**src/rtl/result_collector.sv**
```systemverilog
// Captures PE-array tile results on each rising edge of done into a first-word-fall-through FIFO.
// Optional importance tracker (highest importance seen and its tile index) enabled by IMPORTANCE_TRACK_EN.
module result_collector #(
  parameter int WIDTH = 8,
  parameter int DEPTH = 4
) (
  input  logic                       clk,
  input  logic                       _reset,
  input  logic                       clear,
  input  logic                       done,
  input  logic [2*WIDTH-1:0]         result0,
  input  logic [2*WIDTH-1:0]         result1,
  input  logic [2*WIDTH-1:0]         result2,
  input  logic [2*WIDTH-1:0]         result3,
  input  logic [2*WIDTH-1:0]         importance,
  input  logic                       out_ready,
  output logic                       out_valid,
  output logic [8*WIDTH-1:0]         out_data,
  output logic [2*WIDTH-1:0]         out_importance,
  output logic [$clog2(DEPTH):0]     count,
  output logic                       full,
  output logic                       overflow,
  output logic [7:0]                 tile_count,
  output logic                       max_valid,
  output logic [2*WIDTH-1:0]         max_importance,
  output logic [7:0]                 max_index
);

  localparam int AW = $clog2(DEPTH);
  localparam int CW = AW + 1;
  localparam logic [CW-1:0] DEPTH_C = CW'(DEPTH);

  logic                done_q, done_d;
  logic [AW-1:0]       wr_ptr_q, wr_ptr_d;
  logic [AW-1:0]       rd_ptr_q, rd_ptr_d;
  logic [CW-1:0]       count_q, count_d;
  logic                overflow_q, overflow_d;
  logic [7:0]          tile_count_q, tile_count_d;

  logic                capture;
  logic                pop;
  logic                push;
  logic                drop;

  // Storage is intentionally left without reset; contents only matter while out_valid is high.
  logic [8*WIDTH-1:0]  data_mem [DEPTH];
  logic [2*WIDTH-1:0]  imp_mem  [DEPTH];

  assign out_valid      = (count_q != '0);
  assign full           = (count_q == DEPTH_C);
  assign count          = count_q;
  assign overflow       = overflow_q;
  assign tile_count     = tile_count_q;
  assign out_data       = data_mem[rd_ptr_q];
  assign out_importance = imp_mem[rd_ptr_q];

  always_comb begin
    capture = done & ~done_q;
    pop     = out_valid & out_ready;
    // A full FIFO can still take a tile when the head leaves in the same cycle.
    push    = capture & (~full | pop);
    drop    = capture & full & ~pop;
  end

  always_comb begin
    done_d       = done;
    wr_ptr_d     = wr_ptr_q;
    rd_ptr_d     = rd_ptr_q;
    count_d      = count_q;
    overflow_d   = overflow_q;
    tile_count_d = tile_count_q;
    if (clear) begin
      wr_ptr_d     = '0;
      rd_ptr_d     = '0;
      count_d      = '0;
      overflow_d   = 1'b0;
      tile_count_d = '0;
    end else begin
      if (push) begin
        wr_ptr_d     = wr_ptr_q + 1'b1;
        tile_count_d = tile_count_q + 8'd1;
      end
      if (pop) begin
        rd_ptr_d = rd_ptr_q + 1'b1;
      end
      if (push && !pop) begin
        count_d = count_q + 1'b1;
      end else if (pop && !push) begin
        count_d = count_q - 1'b1;
      end
      if (drop) begin
        overflow_d = 1'b1;
      end
    end
  end

  always_ff @(posedge clk or negedge _reset) begin
    if (!_reset) begin
      done_q       <= 1'b0;
      wr_ptr_q     <= '0;
      rd_ptr_q     <= '0;
      count_q      <= '0;
      overflow_q   <= 1'b0;
      tile_count_q <= '0;
    end else begin
      done_q       <= done_d;
      wr_ptr_q     <= wr_ptr_d;
      rd_ptr_q     <= rd_ptr_d;
      count_q      <= count_d;
      overflow_q   <= overflow_d;
      tile_count_q <= tile_count_d;
    end
  end

  always_ff @(posedge clk) begin
    if (push && !clear) begin
      data_mem[wr_ptr_q] <= {result3, result2, result1, result0};
      imp_mem[wr_ptr_q]  <= importance;
    end
  end

`ifdef IMPORTANCE_TRACK_EN
  logic                max_valid_q, max_valid_d;
  logic [2*WIDTH-1:0]  max_imp_q, max_imp_d;
  logic [7:0]          max_index_q, max_index_d;

  always_comb begin
    max_valid_d = max_valid_q;
    max_imp_d   = max_imp_q;
    max_index_d = max_index_q;
    if (clear) begin
      max_valid_d = 1'b0;
      max_imp_d   = '0;
      max_index_d = '0;
    end else if (push) begin
      // Strict compare: ties keep the earliest tile's index.
      if (!max_valid_q || ($signed(importance) > $signed(max_imp_q))) begin
        max_imp_d   = importance;
        max_index_d = tile_count_q;
      end
      max_valid_d = 1'b1;
    end
  end

  always_ff @(posedge clk or negedge _reset) begin
    if (!_reset) begin
      max_valid_q <= 1'b0;
      max_imp_q   <= '0;
      max_index_q <= '0;
    end else begin
      max_valid_q <= max_valid_d;
      max_imp_q   <= max_imp_d;
      max_index_q <= max_index_d;
    end
  end

  assign max_valid      = max_valid_q;
  assign max_importance = max_imp_q;
  assign max_index      = max_index_q;
`else
  assign max_valid      = 1'b0;
  assign max_importance = '0;
  assign max_index      = '0;
`endif

endmodule

```
**config.mk**
```make
export PLATFORM = sky130hd
export DESIGN_NAME = result_collector
export DESIGN_NICKNAME = d
export VERILOG_FILES = /design/src/rtl/result_collector.sv
export SDC_FILE = /design/constraint.sdc
export NUM_CORES = 1
export LEC_CHECK = 0
export BUFFER_PORTS_ARGS = -buffer_cell sky130_fd_sc_hd__buf_2
export CORE_MARGIN = 4
export CORE_UTILIZATION = 40
export CTS_CLUSTER_SIZE = 25
export DETAILED_ROUTE_END_ITERATION = 8
export PLACE_DENSITY_LB_ADDON = 0.25
export REMOVE_ABC_BUFFERS = 1
export SLEW_MARGIN = 20
export SYNTH_ARGS = -nofsm -noshare
export SYNTH_HDL_FRONTEND = slang
export SYNTH_SLANG_ARGS = --single-unit
```
**constraint.sdc**
```tcl
create_clock -name clk -period 3 [get_ports clk]
set_input_delay 0.6 -clock clk [delete_from_list [all_inputs] [get_ports clk]]
set_output_delay 0.6 -clock clk [all_outputs]
set_load 0.01 [all_outputs]
```
==> run metrics, run 1 <==
Fin. Hold Viols=0; Mapped Cells=545; Clk Latency, worst-skew pair=510 ps; Die H=186.3 µm; total negative slack=0 ps; Synth Register Bits=337; Total Routing Usage GR=14.19%; Routed WL=24.95 mm; asr flop ratio synth=5.045%; Root Buffer=clkbuf_16; CP Capture Type=output pin; vias in the first global route=6414; slowest stage delay, CP=610 ps; clock sinks=337; post-synth cell types=40; crit-path cells=buf_4, mux4_2, buf_2; core area=31470 µm²; Placed Cells incl. Taps=1115; largest net degree at the start of global routing=56; CTS tree=built; EDFF count, synth=320; delay-heaviest family, CP=buffers and inverters; CP arrival=2180 ps; post-route minimum period=2784 ps; final worst setup slack=216.2 ps; initial antenna violation count=6; status=finished, final reports clean; leak pwr=5.186 nW; average size of a mapped cell=23.34 µm²; Hold Path Class=primary input to register; # Post-CTS Setup Buffers=0; post-synthesis sequential area ratio=78.90%; CTS Buf Count=36; Critical Path Fanout Max=27; Final setup viols=0; Max-slew headroom=63.41%; max-cap viol count=0; Pint=0.008542 W; Ys Warns=0; Vias per Instance=5.052; DR WL/cell=21.10 µm; initial detailed-routing violation count=422; pre-CTS setup slack=482.1 ps; Post-Layout Cell Count=1182; Post-DRT Antenna Nets=0; switching pwr=0.002481 W; Core Rows=65; sequential share of power=48.1%; Netlist Area Pre-Place=12720 µm²; routed via count=5971; Max Freq=0.3592 GHz; # nets final=843; synth-to-layout area growth=20.53%; ratio of cells with drive above 1 in the final layout=43.17%; Worst-path clk slew=70 ps; Power Dens Cells=719.1 nW/µm²; Post-route DRC=0; Worst-Margin Slew=548.8 ps; final period utilization=92.79%; first-pass GRT wire length=38.62 mm; Clk pwr share=39.5%; starting density of the core=40.41%; maximum buffer depth of the clock tree=3; H-tree Lvls=2; IO Port Bufs=178; CTS Hold Bufs=1; top_reg_cell synth=edfxtp_1; synth top area cells=edfxtp_1 (76%), mux4_2 (14%), dfrtp_1 (3.3%); # fillers=2562; Resize count post-CTS=0; die area=34710 µm²; Core Util, Final=48.71%; sw frac=22.51%; Worst path slowest cell=mux4_2; combinational share of power=12.4%; # IOs=204; routability cong.=0.7912; hpwl dp=16.04 mm; RSZ-0062 raised after global routing=false; CP bufs+invs=2; Final Slew Violations=0; Synth top area share=75.55%; area of the multi-input gates=2450 µm²; largest area contributor in the netlist=edfxtp_1; maximum vdd ir drop=0.3670 mV; Crit Path Class=register to output pin; required time worst endpoint=2400 ps; register area=10040 µm²; total gr overflow=0; drt first pass iters=5; Worst Setup Start Kind=register; Clock Skews=28.45 ps; Die Span X=186.3 µm
==> state kept, by name (all words and copies together) (netlist names) <==
name	count
count	3
data_mem	256
done_q	1
imp_mem	64
overflow	1
rd_ptr_q	2
tile_count	8
wr_ptr_q	2
==> kinds of logic after synthesis <==
logic type                 Yosys count  synth area share [%]
buffers and inverters               53                 2.627
and+or+nand+nor                     41                 2.007
other                                1               0.02948
adders and majority gates            6                0.6493
muxes                               81                 14.24
DFF                                337                 78.90
xor gates and xnor gates            10                0.6887
AOI/OAI and AO/OA                   16                0.8559
==> worst register-to-register path: cells and delay by family (launching register included) <==
kind / cells / cell delay, ps
and+or+nand+nor: 3 / 1010
buffers and inverters: 2 / 490
DFF: 1 / 470
==> cell usage in the layout (no fill, tap or decap), types with 5 or more instances in the layout <==
master / instances
inv_1: 6
conb_1: 25
ha_1: 5
clkinv_1: 6
mux4_2: 80
xnor2_1: 8
clkinv_2: 5
buf_2: 178
nor2_1: 12
edfxtp_1: 320
a21oi_1: 5
clkbuf_16: 36
nand2_1: 6
clkbuf_1: 5
buf_12: 11
dfrtp_1: 15
bufinv_16: 5
==> through the flow <==
step                hold slack (ps)  power, W  area, µm²
floorplan                     304.4  0.006276      12500
global placement              508.5  0.006777      14140
detailed placement            498.8  0.006805      14140
CTS                           254.0   0.01120      15320
global route                  261.8   0.01152      15320
finish                        279.3   0.01102      15330
==> synthesized netlist by cell type, drive strengths merged, types with 2 or more instances <==
| library cell | count |
|---|---|
| a21oi | 5 |
| and2 | 5 |
| buf | 44 |
| clkbuf | 3 |
| dfrtp | 17 |
| edfxtp | 320 |
| ha | 5 |
| inv | 6 |
| mux4 | 80 |
| nand2 | 6 |
| nand3 | 2 |
| nand4b | 2 |
| nor2 | 13 |
| nor3 | 4 |
| nor4b | 2 |
| o21ai | 4 |
| or3 | 3 |
| xnor2 | 8 |
| xor2 | 2 |
==> layout make-up <==
cell class	instances	share of cell area, %
diodes	4	0.06530
clock inverters	21	1.608
clock buffers	41	5.999
flip-flops and latches	337	65.51
well taps	402	3.281
inverters	6	0.1469
multi-input cells	179	15.98
repair buffers	192	7.411
==> final timing paths <==
path | depth (start not counted) | startpoint | to | slack (ps)
setup / recovery | 3 | rd_ptr_q[0] | out_data[50] | 220
hold / removal | 1 | done | done_q | 280
setup reg to reg | 5 | count[2] | imp_mem[1][8] | 680
hold reg to reg | 2 | overflow | overflow | 510
max in group asynchronous | 2 | _reset | rd_ptr_q[0] | 2130
min in group asynchronous | 2 | _reset | overflow | 530
==> metal layers <==
metal | wire (µm) | GRT usage, % | vias up | share of wire (%)
met3 | 2167 | 4.751 | 39 | 8.7
li1 | - | - | 2630 | -
met1 | 10470 | 19.37 | 3087 | 42
met4 | 386 | 3.185 | 8 | 1.5
met2 | 11880 | 22.56 | 207 | 48
met5 | 51 | 0 | - | 0.20
==> power by group through the flow <==
stage	Combinational, W	Sequential, W	Clock, W
final	0.00137	0.00530	0.00436
after CTS	0.00141	0.00530	0.00449
after detailed placement	0.00141	0.00540	0
after global placement	0.00139	0.00539	0
after floorplan	0.000749	0.00553	0
after global routing	0.00150	0.00530	0.00472
No activity file was read; power rests on OpenSTA's default activity.
==> run 2: changes to the inputs <==
--- a/config.mk
+++ b/config.mk
@@ -10,6 +10,7 @@
 export CORE_UTILIZATION = 40
 export CTS_CLUSTER_SIZE = 25
 export DETAILED_ROUTE_END_ITERATION = 8
+export MAX_ROUTING_LAYER = met4
 export PLACE_DENSITY_LB_ADDON = 0.25
 export REMOVE_ABC_BUFFERS = 1
 export SLEW_MARGIN = 20
==> run metrics, run 2 (synthesized netlist as in run 1, its figures left out) <==
Reg2Reg Depth=5 (unchanged); Biggest register=data_mem; CTS Buf Count=36 (unchanged); DR WL/cell=21.05 µm (-0.27%); Vias per Instance=5.030 (-0.42%); CTS tree=built; RSZ-0062 raised after global routing=false; slowest stage delay, CP=610 ps (about the same); routability cong.=0.8024 (+1.4%); # IOs=204 (unchanged); Worst-Margin Slew=556.0 ps (+7.212 ps); Worst R2R End=imp_mem[1][8]; final worst setup slack=217.0 ps (+0.8000 ps); largest net degree at the start of global routing=56 (unchanged); Core Rows=65 (unchanged); Root Buffer=clkbuf_16; Hold Path Class=primary input to register; pre-CTS setup slack=482.1 ps (unchanged); Post-route DRC=0 (unchanged); switching pwr=0.002500 W (+0.77%); end of the critical path=out_data[30]; Pint=0.008543 W (about the same); max FFs per register=256 (unchanged); max-cap viol count=0 (unchanged); first-pass GRT wire length=38.58 mm (about the same); CP arrival=2180 ps (about the same); vias in the first global route=6411 (-0.047%); post-route minimum period=2783 ps (-0.8000 ps); Worst Setup SP=rd_ptr_q[0]; drt first pass iters=4 (-1); sw frac=22.64% (+0.13 points); Routed WL=24.96 mm (about the same); CTS Hold Bufs=1 (unchanged); IO Port Bufs=178 (unchanged); ratio of cells with drive above 1 in the final layout=43.17% (unchanged); Max Freq=0.3593 GHz (about the same); total negative slack=0 ps (unchanged); initial antenna violation count=6 (unchanged); die area=34710 µm² (unchanged); status=finished, final reports clean; CP bufs+invs=2 (unchanged); Fin. Hold Viols=0 (unchanged); Placed Area=14140 µm² (unchanged); core area=31470 µm² (unchanged); Clock Skews=30.69 ps (+2.244 ps); Clk pwr share=39.6% (about the same); initial detailed-routing violation count=399 (-5.5%); starting density of the core=40.41% (unchanged); final period utilization=92.77% (about the same); Final Slew Violations=0 (unchanged); most common cell after layout, fill and taps aside=edfxtp_1; Crit Path Class=register to output pin; most frequent cells in the layout=edfxtp_1 (320), buf_2 (178), mux4_2 (80), clkbuf_16 (36), conb_1 (25); Core Util, Final=48.74% (about the same); Total Routing Usage GR=14.62% (+0.42 points); routed via count=5966 (-0.084%); crit-path cells=buf_4, mux4_2, buf_2; H-tree Lvls=2 (unchanged); synth-to-layout area growth=20.61% (about the same); reg2reg setup slack=670 ps (about the same); Worst R2R Start=count[2]; leak pwr=5.186 nW (about the same); sequential share of power=48.0% (about the same); required time worst endpoint=2400 ps (about the same); Critical Path Fanout Max=27 (unchanged); Worst Setup Start Kind=register; total gr overflow=0 (unchanged); Worst path slowest cell=mux4_2; combinational share of power=12.4% (about the same); Max-slew headroom=62.93% (-0.48 points); Power Dens Cells=719.9 nW/µm² (+0.11%); CP Capture Type=output pin; maximum vdd ir drop=0.3676 mV (+0.15%); Die Span X=186.3 µm (unchanged); maximum buffer depth of the clock tree=3 (unchanged); hpwl dp=16.04 mm (unchanged); delay-heaviest family, CP=buffers and inverters; Final setup viols=0 (unchanged); Resize count post-CTS=0 (unchanged); Clk Latency, worst-skew pair=520 ps (about the same); # nets final=843 (unchanged); Die H=186.3 µm (unchanged); clock sinks=337 (unchanged); # Post-CTS Setup Buffers=0 (unchanged); design area=15340 µm² (about the same); Worst-path clk slew=70 ps (about the same); Post-DRT Antenna Nets=0 (unchanged); CP Depth=3 (unchanged)
run 2: changes by cell type in the layout (fill, tap and decap cells not counted), sizes merged:
cell,before,now
diode,4,8
run 2: through the flow:
step                cells  power [W]  hold slack (ps)
floorplan             522   0.006276            304.4
global placement     1115   0.006777            508.5
detailed placement   1115   0.006805            498.8
CTS                  1178    0.01120            254.0
global route         1184    0.01152            261.8
finish               1186    0.01104            276.4
run 2: layout make-up:
| cell class | instances | area (µm²) |
|---|---|---|
| clock buffers | 41 | 919.6 |
| fillers | 2564 | 16130 |
| diodes | 8 | 20.02 |
| inverters | 6 | 22.52 |
| well taps | 402 | 503.0 |
| repair buffers | 192 | 1136 |
| clock inverters | 21 | 246.5 |
| multi-input cells | 179 | 2450 |
| flip-flops and latches | 337 | 10040 |
run 2: worst reg2reg max path: cells and delay by family, from the launching register on:
family | cells | cell delay [ps]
buf+inv | 2 | 490
flops | 1 | 470
simple gates | 3 | 1010
run 2: routing by layer:
metal,global-route usage (%),vias up,part of all wire [%]
met5,-,-,0
met4,3.185,0,1.5
met3,4.714,36,8.1
met2,22.63,189,48
met1,19.29,3105,43
li1,-,2636,-
run 2: worst min path at each step:
stage                         from       end  slack (ps)  cells after the start
after floorplan             _reset  count[0]         300                      0
after global placement    overflow  overflow         510                      2
after detailed placement  overflow  overflow         500                      2
after CTS                     done    done_q         250                      1
after global routing          done    done_q         260                      1
final                         done    done_q         280                      1
run 2: power groups by stage:
stage               Sequential, W  Combinational, W  Clock [W]
finish                    0.00530           0.00137    0.00437
global route              0.00530           0.00150    0.00472
CTS                       0.00530           0.00141    0.00449
detailed placement        0.00540           0.00141          0
global placement          0.00539           0.00139          0
floorplan                 0.00553          0.000749          0
==> run 3: changes to the inputs <==
--- a/config.mk
+++ b/config.mk
@@ -12,7 +12,6 @@
 export DETAILED_ROUTE_END_ITERATION = 8
 export MAX_ROUTING_LAYER = met4
 export PLACE_DENSITY_LB_ADDON = 0.25
-export REMOVE_ABC_BUFFERS = 1
 export SLEW_MARGIN = 20
 export SYNTH_ARGS = -nofsm -noshare
 export SYNTH_HDL_FRONTEND = slang
==> run metrics, run 3 (synthesized netlist as in run 1, its figures left out) <==
Hold Path Class=primary input to async pin; Total Routing Usage GR=14.78% (+0.17 points); # Post-CTS Setup Buffers=0 (unchanged); routed via count=5950 (-0.27%); leak pwr=5.172 nW (-0.27%); crit-path cells=buf_12, mux4_2, buf_2; ratio of cells with drive above 1 in the final layout=42.73% (-0.44 points); Top Usage Layer GRT=met2; Core Util, Final=48.59% (-0.14 points); die area=34710 µm² (unchanged); Worst Setup Start Kind=register; RSZ-0062 raised after global routing=false; Worst Setup SP=rd_ptr_q[0]; vias in the first global route=6630 (+3.4%); Fin. Hold Viols=0 (unchanged); Reg2Reg Depth=5 (unchanged); # IOs=204 (unchanged); Crit Path Class=register to output pin; Die H=186.3 µm (unchanged); Root Buffer=clkbuf_16; status=finished, final reports clean; met3 Use GR=4.040% (-0.67 points); Clk Latency, worst-skew pair=500 ps (-20 ps); total gr overflow=0 (unchanged); core area=31470 µm² (unchanged); CTS Buf Count=36 (unchanged); Max Freq=0.3549 GHz (-1.2%); CP Depth=3 (unchanged); H-tree Lvls=2 (unchanged); # nets final=846 (+0.36%); maximum buffer depth of the clock tree=3 (unchanged); Power Dens Cells=707.7 nW/µm² (-1.7%); Core Rows=65 (unchanged); Resize count post-CTS=0 (unchanged); Post-DRT Antenna Nets=0 (unchanged); Worst-path clk slew=60 ps (about the same); DR WL/cell=21.23 µm (+0.86%); clock sinks=337 (unchanged); IO Port Bufs=178 (unchanged); most common cell after layout, fill and taps aside=edfxtp_1; most frequent cells in the layout=edfxtp_1 (320), buf_2 (178), mux4_2 (80), clkbuf_16 (37), conb_1 (25); required time worst endpoint=2400 ps (about the same); Routed WL=25.22 mm (+1.0%); met1 GRT Util=18.83% (-0.46 points); largest net degree at the start of global routing=37 (-34%); delay-heaviest family, CP=flip-flops; Worst path slowest cell=dfrtp_4; initial detailed-routing violation count=345 (-14%); CTS Hold Bufs=0 (-1); Clock Skews=9.486 ps (-21.20 ps); CP arrival=2220 ps (+40 ps); max FFs per register=256 (unchanged); Post-route DRC=0 (unchanged); CP bufs+invs=2 (unchanged); Final Slew Violations=0 (unchanged); starting density of the core=40.41% (unchanged); drt first pass iters=4 (unchanged); worst hold slack=19.51 ps (-256.9 ps); Max-slew headroom=60.83% (-2.1 points); Worst R2R Start=count[2]; slowest stage delay, CP=680 ps (+70 ps); Worst-Margin Slew=587.5 ps (+31.53 ps); max-cap viol count=0 (unchanged); CP Capture Type=output pin; Critical Path Fanout Max=25 (-7.4%); hpwl dp=16.14 mm (+0.63%); Biggest register=data_mem; Die Span X=186.3 µm (unchanged); post-route minimum period=2817 ps (+34.31 ps); CTS tree=built; maximum vdd ir drop=0.3358 mV (-8.6%); total negative slack=0 ps (unchanged); first-pass GRT wire length=38.95 mm (+0.95%); met2 Usage GRT=23.84% (+1.2 points); Vias per Instance=5.008 (-0.44%); synth-to-layout area growth=20.26%; final period utilization=93.91% (+1.1 points); Final setup viols=0 (unchanged); routability cong.=0.8063 (+0.49%); # fillers=2572 (+0.31%); initial antenna violation count=9 (+3)
run 3: path summary, 6_finish.rpt:
kind,slack [ps],end
max reg2reg,530,imp_mem[3][3]
min in group clk,300,done_q
max in group asynchronous,2660,rd_ptr_q[0]
min reg2reg,530,overflow
max,180,out_data[17]
min,20,tile_count[4]
run 3: area by class of cell:
type                    instances  area, µm²  share of cell area (%)
flip-flops and latches        337      10040                   65.66
multi-input cells             179       2450                   16.02
clock buffers                  44      952.2                   6.225
repair buffers                195       1156                   7.559
well taps                     402      503.0                   3.289
inverters                       6      22.52                  0.1473
diodes                          9      22.52                  0.1473
clock inverters                16      146.4                  0.9571
run 3: stage by stage:
stage	cells	area, µm²	total power [W]	worst slack [ps]
2_1_floorplan	569	12810	0.006294	461.8
3_3_place_gp	1119	14170	0.006799	410.5
3_5_place_dp	1119	14170	0.006831	292.9
4_1_cts	1179	15270	0.01099	92.53
5_1_grt	1188	15290	0.01128	44.24
6_report	1188	15290	0.01082	182.7
run 3: power breakdown:
part | switching, W | total, W | internal [W]
combinational | 0.000667 | 0.00136 | 0.000690
clock | 0.00164 | 0.00413 | 0.00249
sequential | 0.0000953 | 0.00534 | 0.00524
run 3: per-layer routing:
metal	wire length, µm	share of wire, %
met1	10550	42
met5	0	0
met3	1759	7.0
met4	462	1.8
met2	12450	49
